$ cat src/rtl/conversor_andar_histerese.sv
// BCD distance (cm) to lift floor tracker: two-stage pipeline, hysteresis dead band, N-sample filter.
// Optional motion outputs (subindo/descendo/parado) are built when CONVERSOR_MOVIMENTO_EN is defined.
`timescale 1ns/1ps
module conversor_andar_histerese #(
    parameter int N_ANDARES    = 4,
    parameter int ALTURA_ANDAR = 30,
    parameter int HISTERESE    = 3,
    parameter int N_ESTAVEL    = 3,
    localparam int W = (N_ANDARES > 1) ? $clog2(N_ANDARES) : 1
) (
    input  logic         clock,
    input  logic         reset,
    input  logic         medida_pronto,
    input  logic [3:0]   unidades,
    input  logic [3:0]   dezenas,
    input  logic [3:0]   centenas,
    output logic [W-1:0] andar,
    output logic         andar_valido,
    output logic         mudou_andar,
    output logic         em_transicao,
    output logic         fora_faixa,
`ifdef CONVERSOR_MOVIMENTO_EN
    output logic         subindo,
    output logic         descendo,
    output logic         parado,
`endif
    output logic         erro_bcd
);

    typedef enum logic [1:0] {INICIAL, ESTAVEL, CONFIRMANDO} estado_t;

    // ---------------- stage 1: BCD validation and conversion ----------------
    logic       bcd_ok;
    logic [9:0] altura_bin;
    logic       s1_valid_reg;
    logic [9:0] s1_altura_reg;
    logic       erro_bcd_reg;

    assign bcd_ok     = (unidades <= 4'd9) && (dezenas <= 4'd9) && (centenas <= 4'd9);
    assign altura_bin = {6'b0, centenas} * 10'd100 + {6'b0, dezenas} * 10'd10 + {6'b0, unidades};

    always_ff @(posedge clock) begin
        if (reset) begin
            s1_valid_reg  <= 1'b0;
            s1_altura_reg <= '0;
            erro_bcd_reg  <= 1'b0;
        end else begin
            s1_valid_reg <= medida_pronto && bcd_ok;
            erro_bcd_reg <= medida_pronto && !bcd_ok;
            if (medida_pronto && bcd_ok)
                s1_altura_reg <= altura_bin;
        end
    end

    // ---------------- stage 2: floor candidate via comparator chain ----------------
    logic [31:0]          alt32;
    logic [N_ANDARES-1:0] ge_piso;
    logic [N_ANDARES-1:0] ok_sobe;
    logic [N_ANDARES-1:0] ok_desce;
    logic                 fora;
    logic [W-1:0]         cand;

    assign alt32 = {22'b0, s1_altura_reg};
    assign fora  = alt32 >= 32'(N_ANDARES * ALTURA_ANDAR);

    // Per-floor thresholds: floor base, upward dead-band edge, downward dead-band edge.
    generate
        for (genvar gi = 0; gi < N_ANDARES; gi++) begin : g_limiar
            assign ge_piso[gi]  = alt32 >= 32'(gi * ALTURA_ANDAR);
            assign ok_sobe[gi]  = alt32 >= 32'(gi * ALTURA_ANDAR + HISTERESE);
            assign ok_desce[gi] = alt32 <  32'((gi + 1) * ALTURA_ANDAR - HISTERESE);
        end
    endgenerate

    always_comb begin
        cand = '0;
        for (int k = 0; k < N_ANDARES; k++)
            if (ge_piso[k])
                cand = W'(k);
    end

    // ---------------- floor FSM ----------------
    estado_t      state_reg, state_next;
    logic [W-1:0] pending_reg, pending_next;
    logic [3:0]   count_reg, count_next;
    logic [W-1:0] andar_reg, andar_next;
    logic         valido_reg, valido_next;
    logic         mudou_reg, mudou_next;
    logic         fora_reg, fora_next;
    logic         em_transicao_reg;
    logic         aceito;
    logic [3:0]   cnt_inc;

    assign aceito  = ((cand > andar_reg) && ok_sobe[cand]) ||
                     ((cand < andar_reg) && ok_desce[cand]);
    assign cnt_inc = ((count_reg != 4'd0) && (cand == pending_reg)) ? count_reg + 4'd1 : 4'd1;

    always_comb begin
        state_next   = state_reg;
        pending_next = pending_reg;
        count_next   = count_reg;
        andar_next   = andar_reg;
        valido_next  = valido_reg;
        mudou_next   = 1'b0;
        fora_next    = fora_reg;
        if (s1_valid_reg) begin
            if (fora) begin
                fora_next  = 1'b1;
                count_next = 4'd0;
                if (state_reg != INICIAL)
                    state_next = ESTAVEL;
            end else begin
                fora_next = 1'b0;
                case (state_reg)
                    INICIAL: begin
                        if (cnt_inc == 4'(N_ESTAVEL)) begin
                            andar_next  = cand;
                            valido_next = 1'b1;
                            mudou_next  = 1'b1;
                            count_next  = 4'd0;
                            state_next  = ESTAVEL;
                        end else begin
                            pending_next = cand;
                            count_next   = cnt_inc;
                        end
                    end
                    ESTAVEL: begin
                        if (aceito) begin
                            if (N_ESTAVEL == 1) begin
                                andar_next = cand;
                                mudou_next = 1'b1;
                                count_next = 4'd0;
                            end else begin
                                pending_next = cand;
                                count_next   = 4'd1;
                                state_next   = CONFIRMANDO;
                            end
                        end else begin
                            count_next = 4'd0;
                        end
                    end
                    CONFIRMANDO: begin
                        if (aceito) begin
                            if (cnt_inc == 4'(N_ESTAVEL)) begin
                                andar_next = cand;
                                mudou_next = 1'b1;
                                count_next = 4'd0;
                                state_next = ESTAVEL;
                            end else begin
                                pending_next = cand;
                                count_next   = cnt_inc;
                            end
                        end else begin
                            count_next = 4'd0;
                            state_next = ESTAVEL;
                        end
                    end
                    default: begin
                        count_next = 4'd0;
                        state_next = INICIAL;
                    end
                endcase
            end
        end
    end

    always_ff @(posedge clock) begin
        if (reset) begin
            state_reg        <= INICIAL;
            pending_reg      <= '0;
            count_reg        <= 4'd0;
            andar_reg        <= '0;
            valido_reg       <= 1'b0;
            mudou_reg        <= 1'b0;
            fora_reg         <= 1'b0;
            em_transicao_reg <= 1'b0;
        end else begin
            state_reg        <= state_next;
            pending_reg      <= pending_next;
            count_reg        <= count_next;
            andar_reg        <= andar_next;
            valido_reg       <= valido_next;
            mudou_reg        <= mudou_next;
            fora_reg         <= fora_next;
            em_transicao_reg <= (state_next == CONFIRMANDO);
        end
    end

    assign andar        = andar_reg;
    assign andar_valido = valido_reg;
    assign mudou_andar  = mudou_reg;
    assign em_transicao = em_transicao_reg;
    assign fora_faixa   = fora_reg;
    assign erro_bcd     = erro_bcd_reg;

`ifdef CONVERSOR_MOVIMENTO_EN
    // ---------------- motion direction vs previous in-range sample ----------------
    localparam logic signed [11:0] HIST_S = 12'(HISTERESE);

    logic [9:0]         prev_altura_reg;
    logic               prev_valid_reg;
    logic               subindo_reg, descendo_reg, parado_reg;
    logic signed [11:0] dif;

    assign dif = $signed({2'b00, s1_altura_reg}) - $signed({2'b00, prev_altura_reg});

    always_ff @(posedge clock) begin
        if (reset) begin
            prev_altura_reg <= '0;
            prev_valid_reg  <= 1'b0;
            subindo_reg     <= 1'b0;
            descendo_reg    <= 1'b0;
            parado_reg      <= 1'b0;
        end else if (s1_valid_reg && !fora) begin
            prev_altura_reg <= s1_altura_reg;
            prev_valid_reg  <= 1'b1;
            if (prev_valid_reg) begin
                subindo_reg  <= (dif > HIST_S);
                descendo_reg <= (dif < -HIST_S);
                parado_reg   <= !(dif > HIST_S) && !(dif < -HIST_S);
            end
        end
    end

    assign subindo  = subindo_reg;
    assign descendo = descendo_reg;
    assign parado   = parado_reg;
`endif

endmodule

$ cat config.mk
export PLATFORM = sky130hd
export DESIGN_NAME = conversor_andar_histerese
export DESIGN_NICKNAME = d
export VERILOG_FILES = /design/src/rtl/conversor_andar_histerese.sv
export SDC_FILE = /design/constraint.sdc
export NUM_CORES = 1
export LEC_CHECK = 0
export ABC_AREA = 1
export BUFFER_PORTS_ARGS = -buffer_cell sky130_fd_sc_hd__buf_2
export CAP_MARGIN = 30
export CELL_PAD_IN_SITES_DETAIL_PLACEMENT = 1
export CELL_PAD_IN_SITES_GLOBAL_PLACEMENT = 2
export CORE_MARGIN = 4
export CORE_UTILIZATION = 37
export CTS_BUF_LIST = sky130_fd_sc_hd__clkbuf_8 sky130_fd_sc_hd__clkbuf_16
export DETAILED_ROUTE_END_ITERATION = 16
export GPL_ROUTABILITY_DRIVEN = 0
export GPL_TIMING_DRIVEN = 0
export PLACE_DENSITY_LB_ADDON = 0.1
export SETUP_SLACK_MARGIN = 0.05
export SKIP_CTS_REPAIR_TIMING = 1
export SYNTH_ARGS = -nofsm -noshare
export SYNTH_HDL_FRONTEND = slang
export SYNTH_SLANG_ARGS = --single-unit
$ cat constraint.sdc
create_clock -name clock -period 7.5 [get_ports clock]
set_input_delay 0.375 -clock clock [delete_from_list [all_inputs] [get_ports clock]]
set_output_delay 0.375 -clock clock [all_outputs]
set_load 0.02 [all_outputs]
After elaboration in Yosys (flattened, before gate mapping)
Cells that the tools add are included.

Input bits: 15. Output and inout bits: 7. Register bits: 26. Word-level logic and storage cells: 92.

$add $sub $neg: 3. Equal/unequal tests: 7. Multiplexer cells: 31. Reduce and logical (&&, ||, !) cells: 18. Bitwise operators: 2. Order comparisons: 18. Multiply operators: 2.

Operators with widths (number): $ge 10x6->1 const B (3); $ge 10x7->1 const B (3); $mux 2 (13); $lt 10x7->1 const B (2); $mux 4 (4); $le 4x4->1 const B (3); $pmux 2 s3 (2); $pmux 4 s3 (1); $add 10x4->10 (1); $add 10x8->10 (1); $ge 10x2->1 const B (1); $ge 10x5->1 const B (1); $lt 10x5->1 const B (1); $lt 10x6->1 const B (1); $mul 4x5->8 const B (1); $reduce_and 4->1 (2); $logic_and 1x1->1 (7); $mul 4x3->7 const B (1); $mux 1 (7); $reduce_and 5->1 (1); $add 4x1->4 const B (1); $bmux 1 s2 (2); $eq 2x2->1 const B (2); $eq 4x2->1 const B (1); 16 further kinds (19).

Logic depth before layout (Yosys ltp)
Gate-level depths: netlist (run 1).

Depth after elaboration: 14. Depth in mapped cells: 20. Depth with buffers taken out: 20.

Worst setup path after synthesis (run 1)
OpenSTA, ideal clock, no wires.

Path type: input to register. From: input dezenas[1]. To: register s1_altura_reg[8]. Arrival time: 2705 ps. Stages on the path: 11. Required time: 7405 ps. Path buffers: 0. Path slack: 4699 ps. Cell sequence: ha_1 ha_1 fa_1 ha_1 ha_1 nand2_1 o21ai_0 a21oi_1 o21bai_1 nand2_1 a221oi_1.

Longest elaborated chain between the ends: 4. Elaborated cells between the ends (all ways): 7. Those cells by class: add/sub: 2; mul: 1; order compare: 1; reduce/logical: 3.

Ends and longest elaborated chain: start: declaration (line 15) `input logic [3:0] dezenas,`; parallel branches: the longest is 4 deep, another holds $add 10x8->10; end signal: assignment (line 51) `s1_altura_reg <= altura_bin;`; end: declaration (line 36) `logic [9:0] s1_altura_reg;`.

Several ways; the timed one is not identified. A chain may end at the register's enable or synchronous reset.

Worst setup path in the final report (run 1)
Same ends and word-level chain as after synthesis.

==> flow_summary.ini, run 1 <==
[clocking]
cts_tree = done
clk_latency_ps = 280
cts-root-buf = clkbuf_8
clk_path_buf_depth = 2
cts_max_level = 1
clock-sinks = 26
cts_made_buffers = 3
clkTransAtPathRegs_ps = 100

[sta]
slew_headroom_pct = 61.5
finalSetupViolCount = 0
rsz0062_at_grt = no
final.min_clock_period_ps = 2860
final_hold_viol_count = 0
final_max_slew_viol_count = 0
fin_crit_sh_pct = 38.2
max_clock_freq_mhz = 349
timing.final.ws_setup_ps = 4640
tightest_slew_ps = 576
finClkSkew_ps = 4.07
tns_ps = 0

[power_and_ir_drop]
vdd_drop_max_v = 0.0000725
pwr_density_cell_mw_per_mm2 = 168
p_leak_nw = 1.31
power_w = 0.000443

[cells_and_area]
antenna_cells = 0
drive_gt1_share_pct = 16.4
largest_reg_flops = 10
final_nets = 411
nFillCells = 809
areaGrowthSynthToFinish_pct = 11.2
design_area_sq_mm = 0.00264

[global_route]
antenna_found_initial = 0
overflow = 0
grt_usage_pct = 15.6
grt_pass1_vias = 2113
grt_pass1_wl_mm = 9.61
grt_max_degree = 16

[placement]
dpl_cell_area_sq_mm = 0.00257
dp_slack_ps = 4340
hpwl_mm = 4.65
portBuffers = 20

[synth]
synth.most_common_cell = inv_1
yosys-top-cells-count = 55 x inv_1, 50 x nand2_1, 38 x nor2_1
netlist_area_sq_mm = 0.00237
synth_cell_type_count = 34
syn-instance-count = 336
synth.net_count = 386
synth_warnings = 0
synth_top_cell_by_area = dfxtp_1
syn_area_per_cell_sq_um = 7.07
yosysSeqAreaShare_pct = 21.9
ys.flop_type = dfxtp_1
synth_top_area_share_pct = 21.9
ys_ff_latch = 26
yosys-top-cells-area = dfxtp_1 22%, ha_1 16%, inv_1 8.7%
synth-async-reset-ratio_pct = 0
synth_edf_count = 0

[floorplan]
die_w_microns = 88.1
io_pins = 22
die_y_microns = 88.1
die_area_sq_mm = 0.00776
core_area_sq_mm = 0.00606
num_rows = 28
initial_core_util_pct = 39.2

[routing]
drc = 0
drt-total-wl_mm = 5.46
vias_per_cell = 4.86
ant_nets = 0
first_pass_iters = 4
drt_iter0_markers = 44
vias = 2113
routedWlPerCell_microns = 12.6

[flow_run]
drv_cap = 0

[worst_setup_path]
end_kind = register
cp.required_ps = 7690
worst_setup_path_start_kind = primary input
cp.arrival_ps = 3050
worstSetupPathType = in -> reg
path_max_fanout = 5

[min_path]
holdCritPathClass = in -> reg

[run_status]
status = completed
[kinds of logic (layout without fill, tap and decap cells)]
group | after synthesis | count (layout) | synth area share, %
buffers and inverters | 65 | 89 | 10.5
DFF | 26 | 26 | 21.9
xor gates and xnor gates | 10 | 10 | 3.69
AOI/OAI and AO/OA | 46 | 46 | 10.7
and+or+nand+nor | 154 | 154 | 33.2
adders and majority gates | 35 | 35 | 20.0
[path summary, 6_finish.rpt]
| kind | slack (ps) | cells after the start | start | endpoint |
|---|---|---|---|---|
| setup / recovery | 4640 | 12 | dezenas[1] | s1_altura_reg[8]$_SDFFE_PP0P_ |
| hold / removal | 320 | 3 | medida_pronto | erro_bcd$_SDFF_PP0_ |
| setup reg to reg | 4940 | 19 | s1_altura_reg[5]$_SDFFE_PP0P_ | andar[0]$_SDFFE_PP0P_ |
| hold reg to reg | 460 | 2 | andar_valido$_SDFFE_PP0P_ | andar_valido$_SDFFE_PP0P_ |
[critical path, cell delays in order]
cell and delay (ps):
buf_2 120, ha_1 300, ha_1 240, fa_1 440
ha_1 290, ha_1 350, nand2_1 60, o21ai_0 270
a21oi_1 120, o21bai_1 180, nand2_1 70, a221oi_1 250
[report_power, final]
| part | switching [W] | leakage, nW | total, W | internal [W] |
|---|---|---|---|---|
| logic | 0.000108 | 1.06 | 0.000174 | 0.0000661 |
| registers | 0.00000623 | 0.211 | 0.000150 | 0.000144 |
| clock network | 0.0000482 | 0.0357 | 0.000120 | 0.0000715 |
[cell usage in the layout (no fill, tap or decap), drive strengths merged]
master	instances
and2	1
ha	30
fa	5
nor2	47
nor3b	1
nand3	32
dfxtp	26
clkinv	3
a21boi	1
a211oi	1
bufinv	1
xnor2	3
xor2	7
clkbuf	6
inv	59
o21ai	14
o22ai	3
buf	20
nand2	65
or2	1
nand4	7
o21bai	4
a21oi	21
a221oi	1
a31oi	1
[per-stage QoR]
stage	utilization (%)	std cells	hold WS, ps
after global routing	43.6	435	343
after global placement	42.4	431	435
after floorplan	-	336	457
final	43.6	435	322
after detailed placement	42.4	431	443
after CTS	43.6	435	316
[layout make-up]
cell class                      count  area (sq um)  share of cell area [%]
Timing Repair Buffer               20           100                    3.79
Clock inverter                      1          30.0                    1.14
Tap cell                           75          93.8                    3.55
Multi-Input combinational cell    245          1610                    60.8
Buffer                              3          11.3                   0.427
Clock buffer                        3          41.3                    1.56
Sequential cell                    26           520                    19.7
Inverter                           62           238                    9.00
[layer usage]
layer | vias up | share of wire, % | track usage, %
met1 | 967 | 54 | 22.3
met3 | 4 | 1.9 | 2.35
met4 | 0 | 0.70 | 3.30
li1 | 1126 | - | -
met5 | - | 0 | 0
met2 | 16 | 43 | 24.9
No activity file was read; power rests on OpenSTA's default activity.
==> run 2, diff against run 1 <==
- CORE_UTILIZATION: 37 -> 34
- clock period: 7.5 -> 2.66 ns (I/O delays scaled with it)
==> flow_summary.ini, run 2 (synthesis results as in run 1) <==
[run_status]
status = completed

[cells_and_area]
final_nets = 412
antenna_cells = 0
areaGrowthSynthToFinish_pct = 14.8
final_cell_mix = 55 x inv_1, 49 x nand2_1, 38 x nor2_1
utilization_pct = 40.1
final_cells = 457
nFillCells = 881
layout_commonest_cell = inv_1
largest_reg_flops = 10
drive_gt1_share_pct = 19.7

[global_route]
grt_max_degree = 16
use_met3_pct = 1.49
overflow = 0
grt_usage_pct = 14.5
grt_pass1_wl_mm = 10.1
gr-usage-met2_pct = 27.5
grt_pass1_vias = 2254
antenna_found_initial = 0
grt-busiest-layer = met2
use_met1_pct = 17.3

[sta]
max_clock_freq_mhz = 405
final_max_slew_viol_count = 0
slew_headroom_pct = 57.8
final.min_clock_period_ps = 2470
fin_crit_sh_pct = 92.9
final_hold_viol_count = 0
finalSetupViolCount = 0
tightest_slew_ps = 631
rsz0062_at_grt = yes
finClkSkew_ps = 4.50
whs_ps = 127

[routing]
routedWlPerCell_microns = 12.4
drt_iter0_markers = 39
first_pass_iters = 4
ant_nets = 0
drt-total-wl_mm = 5.65
vias_per_cell = 4.70
drc = 0
vias = 2147

[worst_setup_path]
r2r_setup_slack_ps = 260
rr_startpoint = s1_altura_reg[3]$_SDFFE_PP0P_
cp.required_ps = 2860
reg2reg_depth = 17
cp.arrival_ps = 2670
worstSetupPathType = in -> reg
path_max_fanout = 5
worst_setup_path_start_kind = primary input
reg2reg_to = em_transicao$_SDFF_PP0_
end_kind = register

[clocking]
cts_made_buffers = 3
clock-sinks = 26
clkTransAtPathRegs_ps = 90
clk_latency_ps = 270
cts_tree = done
cts_max_level = 1
cts-root-buf = clkbuf_8
clk_path_buf_depth = 2

[placement]
hpwl_mm = 4.83
portBuffers = 20
place_inst = 452

[power_and_ir_drop]
p_leak_nw = 1.33
pwr_density_cell_mw_per_mm2 = 477
vdd_drop_max_v = 0.000184

[floorplan]
io_pins = 22
die_w_microns = 91.6
initial_core_util_pct = 35.0
num_rows = 30
die_y_microns = 91.6
core_area_sq_mm = 0.00679
die_area_sq_mm = 0.00839

[min_path]
holdCritPathClass = in -> reg
min_from = medida_pronto
hold_depth = 3
hold_end = erro_bcd$_SDFF_PP0_

[flow_run]
drv_cap = 0
[run 2: cell count changes in the layout (fill, tap and decap cells not counted), sizes merged]
cell,before,now
buf,20,21
[run 2: per-stage QoR]
stage	TNS (ps)	area, sq um	setup slack (ps)	power [W]
finish	0	2730	188	0.00130
global route	0	2730	1.78	0.00142
CTS	-3.03	2670	-3.03	0.00128
detailed placement	-466	2590	-301	0.000934
global placement	-415	2590	-264	0.000927
floorplan	0	2370	101	0.000817
[run 2: where the power goes]
| part | internal [W] | switching, W |
|---|---|---|
| clock | 0.000201 | 0.000134 |
| combinational | 0.000212 | 0.000331 |
| sequential | 0.000405 | 0.0000171 |
| total | 0.000819 | 0.000482 |
[run 2: critical path: stages]
cell and delay [ps]:
buf_2 130, ha_1 290, ha_1 230, fa_1 430
ha_1 320, ha_4 300, nand2_1 60, o21ai_2 160
a21oi_1 100, o21bai_1 200, nand2_1 90, a221oi_2 220
[run 2: how the worst max path moves through the flow]
stage / startpoint / to / cells after the start
final: dezenas[1] / s1_altura_reg[8]$_SDFFE_PP0P_ / 12
after global routing: dezenas[1] / s1_altura_reg[8]$_SDFFE_PP0P_ / 12
after CTS: dezenas[1] / s1_altura_reg[8]$_SDFFE_PP0P_ / 12
after detailed placement: dezenas[1] / s1_altura_reg[8]$_SDFFE_PP0P_ / 12
after global placement: dezenas[1] / s1_altura_reg[8]$_SDFFE_PP0P_ / 12
after floorplan: dezenas[1] / s1_altura_reg[8]$_SDFFE_PP0P_ / 11
[run 2: final cells by class]
| cell class | count | area, sq um | area share [%] |
|---|---|---|---|
| clock inverter | 1 | 30.0 | 1.10 |
| clock buffer | 3 | 41.3 | 1.51 |
| tap | 96 | 120 | 4.41 |
| inverter | 62 | 238 | 8.72 |
| timing repair buffer | 21 | 108 | 3.95 |
| buffer | 3 | 11.3 | 0.413 |
| multi-input combinational | 245 | 1660 | 60.7 |
| sequential | 26 | 523 | 19.2 |
[run 2: per-layer routing]
metal	routed length [microns]	share of wire (%)
met5	0	0
met2	3030	54
met3	110	1.9
met4	53	0.94
met1	2450	43
